<file path="config.mk">
export PLATFORM = sky130hd
export DESIGN_NAME = pc_sequencer_flat
export DESIGN_NICKNAME = d
export VERILOG_FILES = /design/src/rtl/pc_sequencer_if.sv /design/src/rtl/pc_sequencer.sv /design/src/flat_wrapper.sv
export SDC_FILE = /design/constraint.sdc
export NUM_CORES = 1
export LEC_CHECK = 0
export BUFFER_PORTS_ARGS = -buffer_cell sky130_fd_sc_hd__buf_2
export CORE_ASPECT_RATIO = 1.5
export CORE_MARGIN = 1.5
export CORE_UTILIZATION = 45
export DETAILED_ROUTE_END_ITERATION = 6
export GPL_ROUTABILITY_DRIVEN = 0
export GPL_TIMING_DRIVEN = 0
export PLACE_DENSITY = 0.72
export SLEW_MARGIN = 10
export SYNTH_ARGS = -nofsm -noshare
export SYNTH_HDL_FRONTEND = slang
export SYNTH_SLANG_ARGS = --single-unit
</file>
<file path="constraint.sdc">
create_clock -name clk -period 3 [get_ports clk]
set_input_delay 0.15 -clock clk [delete_from_list [all_inputs] [get_ports clk]]
set_output_delay 0.15 -clock clk [all_outputs]
set_load 0.005 [all_outputs]
</file>
<file path="src/rtl/pc_sequencer_if.sv">
`default_nettype none
// ---------------------------------------------------------------------------
// pc_sequencer_if : control/target inputs and PC/RAS status of pc_sequencer
// Revision 1.0
// ---------------------------------------------------------------------------
interface pc_sequencer_if #(
  parameter int WIDTH     = 32,
  parameter int RAS_DEPTH = 4
);
  localparam int CW = $clog2(RAS_DEPTH + 1);

  logic             pc_write;
  logic [2:0]       pc_source;
  logic             zero;
  logic             neg;
  logic [WIDTH-1:0] branch_target;
  logic [WIDTH-1:0] jump_target;
  logic [WIDTH-1:0] reg_target;
  logic             exception;
  logic             eret;
  logic [WIDTH-1:0] pc;
  logic [WIDTH-1:0] pc_plus4;
  logic [WIDTH-1:0] epc;
  logic             taken;
  logic [CW-1:0]    ras_count;
  logic             ras_overflow;
  logic             ras_underflow;
  logic             ras_mismatch;

  modport master (
    output pc_write, pc_source, zero, neg, branch_target, jump_target,
           reg_target, exception, eret,
    input  pc, pc_plus4, epc, taken, ras_count, ras_overflow,
           ras_underflow, ras_mismatch
  );

  modport slave (
    input  pc_write, pc_source, zero, neg, branch_target, jump_target,
           reg_target, exception, eret,
    output pc, pc_plus4, epc, taken, ras_count, ras_overflow,
           ras_underflow, ras_mismatch
  );
endinterface
`default_nettype wire

</file>
<file path="src/rtl/pc_sequencer.sv">
`default_nettype none
// ---------------------------------------------------------------------------
// pc_sequencer : next-PC selection with traps and a circular return-address stack
// Revision 1.0
// ---------------------------------------------------------------------------
module pc_sequencer #(
  parameter int               WIDTH        = 32,
  parameter int               RAS_DEPTH    = 4,
  parameter logic [WIDTH-1:0] RESET_VECTOR = '0,
  parameter logic [WIDTH-1:0] EXC_VECTOR   = WIDTH'('hFC)
) (
  input  logic          clk,
  input  logic          rst_n,
  pc_sequencer_if.slave bus
);
  localparam int CW = $clog2(RAS_DEPTH + 1);
  localparam int PW = (RAS_DEPTH > 1) ? $clog2(RAS_DEPTH) : 1;
  localparam logic [PW-1:0] LAST = PW'(RAS_DEPTH - 1);
  localparam logic [CW-1:0] FULL = CW'(RAS_DEPTH);

  localparam logic [2:0] SRC_SEQ = 3'd0;
  localparam logic [2:0] SRC_BEQ = 3'd1;
  localparam logic [2:0] SRC_BNE = 3'd2;
  localparam logic [2:0] SRC_BLT = 3'd3;
  localparam logic [2:0] SRC_BGE = 3'd4;
  localparam logic [2:0] SRC_J   = 3'd5;
  localparam logic [2:0] SRC_JAL = 3'd6;
  localparam logic [2:0] SRC_JR  = 3'd7;

  logic [WIDTH-1:0] pc_q, pc_d, epc_q, epc_d, pc_plus4, sel_target;
  logic             taken_q, taken_d, mis_q, mis_d;
  logic             ovf_q, ovf_d, unf_q, unf_d, sel_taken, ras_we;
  logic [CW-1:0]    cnt_q, cnt_d;
  logic [PW-1:0]    top_q, top_d, pop_idx;
  logic [WIDTH-1:0] ras_mem_q [RAS_DEPTH];

  always_comb begin
    pc_plus4 = pc_q + WIDTH'(4);
    sel_taken  = 1'b0;
    sel_target = bus.branch_target;
    case (bus.pc_source)
      SRC_SEQ: sel_taken = 1'b0;
      SRC_BEQ: sel_taken = bus.zero;
      SRC_BNE: sel_taken = ~bus.zero;
      SRC_BLT: sel_taken = bus.neg;
      SRC_BGE: sel_taken = ~bus.neg;
      SRC_J, SRC_JAL: begin
        sel_taken  = 1'b1;
        sel_target = bus.jump_target;
      end
      default: begin
        sel_taken  = 1'b1;
        sel_target = bus.reg_target;
      end
    endcase
  end

  // top_q points at the next free slot; when full it is also the oldest entry
  always_comb begin
    pc_d    = pc_q;
    epc_d   = epc_q;
    taken_d = 1'b0;
    mis_d   = 1'b0;
    ovf_d   = ovf_q;
    unf_d   = unf_q;
    cnt_d   = cnt_q;
    top_d   = top_q;
    ras_we  = 1'b0;
    pop_idx = (top_q == '0) ? LAST : top_q - 1'b1;
    if (bus.exception) begin
      epc_d   = pc_q;
      pc_d    = EXC_VECTOR;
      taken_d = 1'b1;
    end else if (bus.eret) begin
      pc_d    = epc_q;
      taken_d = 1'b1;
    end else if (bus.pc_write) begin
      pc_d    = sel_taken ? sel_target : pc_plus4;
      taken_d = sel_taken;
      if (bus.pc_source == SRC_JAL) begin
        ras_we = 1'b1;
        top_d  = (top_q == LAST) ? '0 : top_q + 1'b1;
        if (cnt_q == FULL) ovf_d = 1'b1;
        else               cnt_d = cnt_q + 1'b1;
      end else if (bus.pc_source == SRC_JR) begin
        if (cnt_q == '0) begin
          unf_d = 1'b1;
        end else begin
          cnt_d = cnt_q - 1'b1;
          top_d = pop_idx;
          mis_d = (ras_mem_q[pop_idx] != bus.reg_target);
        end
      end
    end
  end

  always_ff @(posedge clk or negedge rst_n) begin
    if (!rst_n) begin
      pc_q    <= RESET_VECTOR;
      epc_q   <= '0;
      taken_q <= 1'b0;
      mis_q   <= 1'b0;
      ovf_q   <= 1'b0;
      unf_q   <= 1'b0;
      cnt_q   <= '0;
      top_q   <= '0;
    end else begin
      pc_q    <= pc_d;
      epc_q   <= epc_d;
      taken_q <= taken_d;
      mis_q   <= mis_d;
      ovf_q   <= ovf_d;
      unf_q   <= unf_d;
      cnt_q   <= cnt_d;
      top_q   <= top_d;
    end
  end

  // Stack storage needs no reset: entries beyond cnt_q are never read
  always_ff @(posedge clk) begin
    if (ras_we) ras_mem_q[top_q] <= pc_plus4;
  end

  assign bus.pc            = pc_q;
  assign bus.pc_plus4      = pc_plus4;
  assign bus.epc           = epc_q;
  assign bus.taken         = taken_q;
  assign bus.ras_count     = cnt_q;
  assign bus.ras_overflow  = ovf_q;
  assign bus.ras_underflow = unf_q;
  assign bus.ras_mismatch  = mis_q;
endmodule
`default_nettype wire

</file>
<file path="src/flat_wrapper.sv">
// flat-port wrapper written by rule: the top's interface ports become plain ports
module pc_sequencer_flat 
#(
  parameter int               WIDTH        = 32,
  parameter int               RAS_DEPTH    = 4,
  parameter logic [WIDTH-1:0] RESET_VECTOR = '0,
  parameter logic [WIDTH-1:0] EXC_VECTOR   = WIDTH'('hFC)
)
  (clk, rst_n, bus_pc_write, bus_pc_source, bus_zero, bus_neg, bus_branch_target, bus_jump_target, bus_reg_target, bus_exception, bus_eret, bus_pc, bus_pc_plus4, bus_epc, bus_taken, bus_ras_count, bus_ras_overflow, bus_ras_underflow, bus_ras_mismatch);
  pc_sequencer_if #(.WIDTH(WIDTH), .RAS_DEPTH(RAS_DEPTH)) bus_i ();
  input  logic clk;
  input  logic rst_n;
  input wire logic [$bits(bus_i.pc_write)-1:0] bus_pc_write;
  input wire logic [$bits(bus_i.pc_source)-1:0] bus_pc_source;
  input wire logic [$bits(bus_i.zero)-1:0] bus_zero;
  input wire logic [$bits(bus_i.neg)-1:0] bus_neg;
  input wire logic [$bits(bus_i.branch_target)-1:0] bus_branch_target;
  input wire logic [$bits(bus_i.jump_target)-1:0] bus_jump_target;
  input wire logic [$bits(bus_i.reg_target)-1:0] bus_reg_target;
  input wire logic [$bits(bus_i.exception)-1:0] bus_exception;
  input wire logic [$bits(bus_i.eret)-1:0] bus_eret;
  output wire logic [$bits(bus_i.pc)-1:0] bus_pc;
  output wire logic [$bits(bus_i.pc_plus4)-1:0] bus_pc_plus4;
  output wire logic [$bits(bus_i.epc)-1:0] bus_epc;
  output wire logic [$bits(bus_i.taken)-1:0] bus_taken;
  output wire logic [$bits(bus_i.ras_count)-1:0] bus_ras_count;
  output wire logic [$bits(bus_i.ras_overflow)-1:0] bus_ras_overflow;
  output wire logic [$bits(bus_i.ras_underflow)-1:0] bus_ras_underflow;
  output wire logic [$bits(bus_i.ras_mismatch)-1:0] bus_ras_mismatch;
  assign bus_i.pc_write = bus_pc_write;
  assign bus_i.pc_source = bus_pc_source;
  assign bus_i.zero = bus_zero;
  assign bus_i.neg = bus_neg;
  assign bus_i.branch_target = bus_branch_target;
  assign bus_i.jump_target = bus_jump_target;
  assign bus_i.reg_target = bus_reg_target;
  assign bus_i.exception = bus_exception;
  assign bus_i.eret = bus_eret;
  assign bus_pc = bus_i.pc;
  assign bus_pc_plus4 = bus_i.pc_plus4;
  assign bus_epc = bus_i.epc;
  assign bus_taken = bus_i.taken;
  assign bus_ras_count = bus_i.ras_count;
  assign bus_ras_overflow = bus_i.ras_overflow;
  assign bus_ras_underflow = bus_i.ras_underflow;
  assign bus_ras_mismatch = bus_i.ras_mismatch;
  pc_sequencer #(.WIDTH(WIDTH), .RAS_DEPTH(RAS_DEPTH), .RESET_VECTOR(RESET_VECTOR), .EXC_VECTOR(EXC_VECTOR)) u_core (.clk(clk), .rst_n(rst_n), .bus(bus_i));
endmodule
</file>
==> summary.md <==
| Metric | Value |
|---|---|
| Status | `complete, but fails checks` |
| Failing checks | `negative setup slack` |
| Hold depth | `3` |
| DP Cell Count | `1,287` |
| Slew headroom | `0.1052` |
| Total Power | `8.908 mW` |
| Final min period | `3.009 ns` |
| Clock root cell | `clkbuf_16` |
| Clock transition at path regs | `0.07 ns` |
| Multi-input logic area | `0.004357 mm^2` |
| WL per Instance | `25.04 um` |
| FF-to-FF End | `u_core.bus.ras_mismatch$_DFF_PN0_` |
| Core ar. | `0.02222 mm^2` |
| CP arrival | `3.36 ns` |
| Starting Density | `0.4573` |
| First-pass GRT wire length | `48,910 um` |
| Via count | `8,198` |
| HPWL after DPL | `25,320 um` |
| Total Nets Final | `1,158` |
| # setup viols final | `1` |
| WS Path Type | `flop to flop` |
| Critical register-to-register path startpoint | `u_core.top_q[0]$_DFFE_PN0P_` |
| ANT cells | `0` |
| Post-synth EDFFs | `128` |
| Crit path launch type | `flop` |
| Overall routed net length | `33,460 um` |
| GRT Util Overall | `0.2789` |
| Htree depth | `1` |
| Post-route insts no fill | `1,336` |
| Share of synthesized registers carrying an async set or reset | `0.3632` |
| Top delay family on crit path | `buffers and inverters` |
| CTS buffer count | `20` |
| VDD IR max | `0.4752 mV` |
| Leakage | `5.196 nW` |
| Synth cell types | `64` |
| Final worst-path cycle share | `1.003` |
| Row count | `67` |
| DRC viols | `0` |
| Largest stage delay, worst path | `0.44 ns` |
| Placement-stage cell area | `0.01164 mm^2` |
| Longest Clk Path Bufs | `3` |
| Hold Startpoint | `bus_exception` |
| Die width | `125.7 um` |
| Share of layout cells above drive strength 1 | `0.3708` |
| Post-Syn Instances | `802` |
| CTS tree | `built` |
| Hold Path End | `u_core.bus.taken$_DFF_PN0_` |
| Reg2Reg Depth | `9` |
| CP Data Required Time | `3.35 ns` |
| Clock Skews | `0.01740 ns` |
| Register Area | `0.005682 mm^2` |
| Slowest CP cell | `dfrtp_1` |
| Power per standard cell area | `703.3 mW/mm^2` |
| Die height | `187.0 um` |
| Die ar. | `0.02350 mm^2` |
| Initial antenna violation count | `0` |
| Area grow syn2layout | `24.68%` |
| Vias in the first global route | `7,850` |
| Seq/Total Area, Yosys | `0.5582` |
| Final Worst Setup Slack | `-0.008626 ns` |
| DRT iter0 DRCs | `905` |
| Place WS | `-0.4021 ns` |
| Ys flop type | `edfxtp_1` |
| Post-Syn Area | `0.01016 mm^2` |
| Post-route antenna net violation count | `0` |
| Fmax | `0.3324 GHz` |
| Fill count | `1,811` |
| R2r setup slk | `-0.009 ns` |
| Number of synthesized register bits | `201` |
| Critical Path End Type | `flop` |
| Clk sinks | `201` |
| Final Hold Viols | `0` |
| Yosys warning total | `0` |
| Cells along the critical path | `inv_1, ha_1, buf_1, clkbuf_2, mux4_2, xnor2_2, nand4_1, nor4_1, a2111oi_1` |
| TritonRoute pass-1 iters | `5` |
| Design area | `0.01267 mm^2` |
| GRT Residual Overflow | `0` |
| Pins Over Slew Limit | `0` |
| Finished Core Util | `0.5701` |
| Clk_lat worst skew | `0.50 ns` |
| Worst Hold Class | `primary input to flop` |
| CP Max Fanout | `10` |
| WP buf/inv | `3` |
| I/O Buffers | `204` |
| Max-Cap Viols | `0` |
| Drt via density | `6.136` |
| Actual slew at the worst max-slew pin | `1.308 ns` |
| Post-synthesis average cell area | `12.67 um^2` |
| I/O pins | `209` |
| Syn Nets | `914` |
| Largest net degree at the start of global routing | `56` |
-- what timing repair did --
item / in CTS / in global routing
hold endpoints to repair: 74 / 0
setup endpoints to repair: 14 / 13
hold buffers: 2 / 0
pin swaps: 0 / 3
setup buffers: 1 / 10
resized for setup: 21 / 28
-- worst min-delay path: stages --
cell	delay, ns
buf_2	0.13
nor2_1	0.08
nand2_1	0.14
-- registers in the layout (all words and copies together) (netlist names), 2 cells and up --
name	flops
u_core.bus.epc	32
u_core.bus.pc	32
u_core.bus.ras_count	3
u_core.ras_mem_q	128
u_core.top_q	2
-- kinds of logic (layout without fill, tap and decap cells) --
| group | count (synthesis) | in the layout | synth area share |
|---|---|---|---|
| compound gates | 174 | 174 | 0.1190 |
| buf+inv | 69 | 327 | 0.02845 |
| flops | 201 | 201 | 0.5582 |
| xor+xnor | 48 | 48 | 0.04138 |
| mux | 96 | 96 | 0.1393 |
| simple gates | 208 | 208 | 0.1056 |
| fa+ha+maj | 6 | 6 | 0.008129 |
-- power by group --
group | leakage, nW | internal, mW | switching (mW)
Sequential | 2.09 | 3.12 | 0.167
Clock | 0.351 | 1.70 | 1.08
Combinational | 2.75 | 1.37 | 1.47
-- final cells by class --
cell class              count  area share
well taps                 276     0.02726
clock inverters            10     0.01215
plain buffers              51     0.01986
repair buffers            223     0.09780
clock buffers              26     0.04534
flip-flops and latches    201      0.4486
multi-input cells         532      0.3440
inverters                  17    0.005038
-- worst max-delay path by stage --
stage                                 start                                 to  slack [ns]  depth (start not counted)
5_1_grt         u_core.top_q[0]$_DFFE_PN0P_  u_core.bus.ras_mismatch$_DFF_PN0_       -0.08                         10
2_1_floorplan              bus_pc_source[1]   u_core.ras_mem_q[0][0]$_DFFE_PP_        0.51                          6
6_report        u_core.top_q[0]$_DFFE_PN0P_  u_core.bus.ras_mismatch$_DFF_PN0_      -0.009                          9
3_3_place_gp               bus_pc_source[1]  u_core.ras_mem_q[0][24]$_DFFE_PP_       -0.59                          6
4_1_cts        u_core.bus.pc[4]$_DFFE_PN0P_                   bus_pc_plus4[26]       0.008                          8
3_5_place_dp               bus_pc_source[1]      u_core.bus.pc[28]$_DFFE_PN0P_       -0.40                          9
-- layout by cell type (no fill, tap or decap), types with 6 or more instances in the layout --
| master | synthesis | final |
|---|---|---|
| buf_2 | 5 | 207 |
| edfxtp_1 | 128 | 128 |
| nand2_1 | 73 | 71 |
| dfrtp_1 | 73 | 64 |
| mux2_2 | 43 | 43 |
| o21ai_0 | 43 | 42 |
| xnor2_1 | 43 | 37 |
| clkbuf_1 | 35 | 34 |
| mux4_2 | 32 | 32 |
| nor2_1 | 28 | 27 |
| a21oi_1 | 22 | 22 |
| mux2i_1 | 21 | 21 |
| clkbuf_16 | 0 | 21 |
| inv_1 | 17 | 17 |
| a2bb2oi_1 | 15 | 15 |
| buf_4 | 6 | 15 |
| nand3_1 | 14 | 14 |
| o22ai_1 | 14 | 14 |
| nand4_1 | 13 | 13 |
| or2_2 | 12 | 12 |
| and2_1 | 11 | 11 |
| nor3_1 | 11 | 9 |
| a21o_1 | 9 | 9 |
| a22oi_1 | 9 | 9 |
| o32ai_1 | 9 | 9 |
| dfrtp_2 | 0 | 9 |
| o21a_1 | 7 | 7 |
| or3_1 | 6 | 6 |
| nand2b_1 | 6 | 6 |
| a32oi_1 | 6 | 6 |
-- stage by stage --
step                setup TNS [ns]  hold slack (ns)
floorplan                        0          -0.1456
global placement            -72.76           0.4687
detailed placement         -0.6921          0.07678
CTS                              0         0.003913
global route               -0.1294          0.03725
finish                   -0.008626          0.05159
-- synthesized netlist by cell type (5+ instances only) --
cell type	n	area share
inv_1	17	0.0063
mux2_2	43	0.048
buf_1	5	0.0018
o21ai_0	43	0.021
o221ai_1	5	0.0043
nand4_1	13	0.0080
or2_2	12	0.0074
o22ai_1	14	0.0086
clkbuf_1	35	0.013
and2_1	11	0.0068
and3_1	5	0.0031
buf_4	6	0.0044
xor2_1	5	0.0043
buf_2	5	0.0025
xnor2_1	43	0.037
dfrtp_1	73	0.18
o21a_1	7	0.0052
a2bb2oi_1	15	0.013
a2111oi_0	7	0.0060
o2bb2ai_1	5	0.0043
a22oi_1	9	0.0067
mux4_2	32	0.071
nor2_1	28	0.010
a21oi_1	22	0.011
or3_1	6	0.0037
nand4b_1	5	0.0043
edfxtp_1	128	0.38
a32oi_1	6	0.0052
nand3_1	14	0.0069
mux2i_1	21	0.021
o32ai_1	9	0.0078
nor4_1	7	0.0043
nor3_1	11	0.0054
nand2_1	73	0.027
a21o_1	9	0.0067
nand2b_1	6	0.0037
ha_1	5	0.0062
-- layer usage --
metal,up-vias,global-route usage,share of wire
li1,3584,-,-
met1,4006,0.3506,0.36
met2,519,0.4703,0.50
met3,89,0.04891,0.094
met4,0,0.1250,0.046
met5,-,0,0
(Power assumes the default switching activity.)
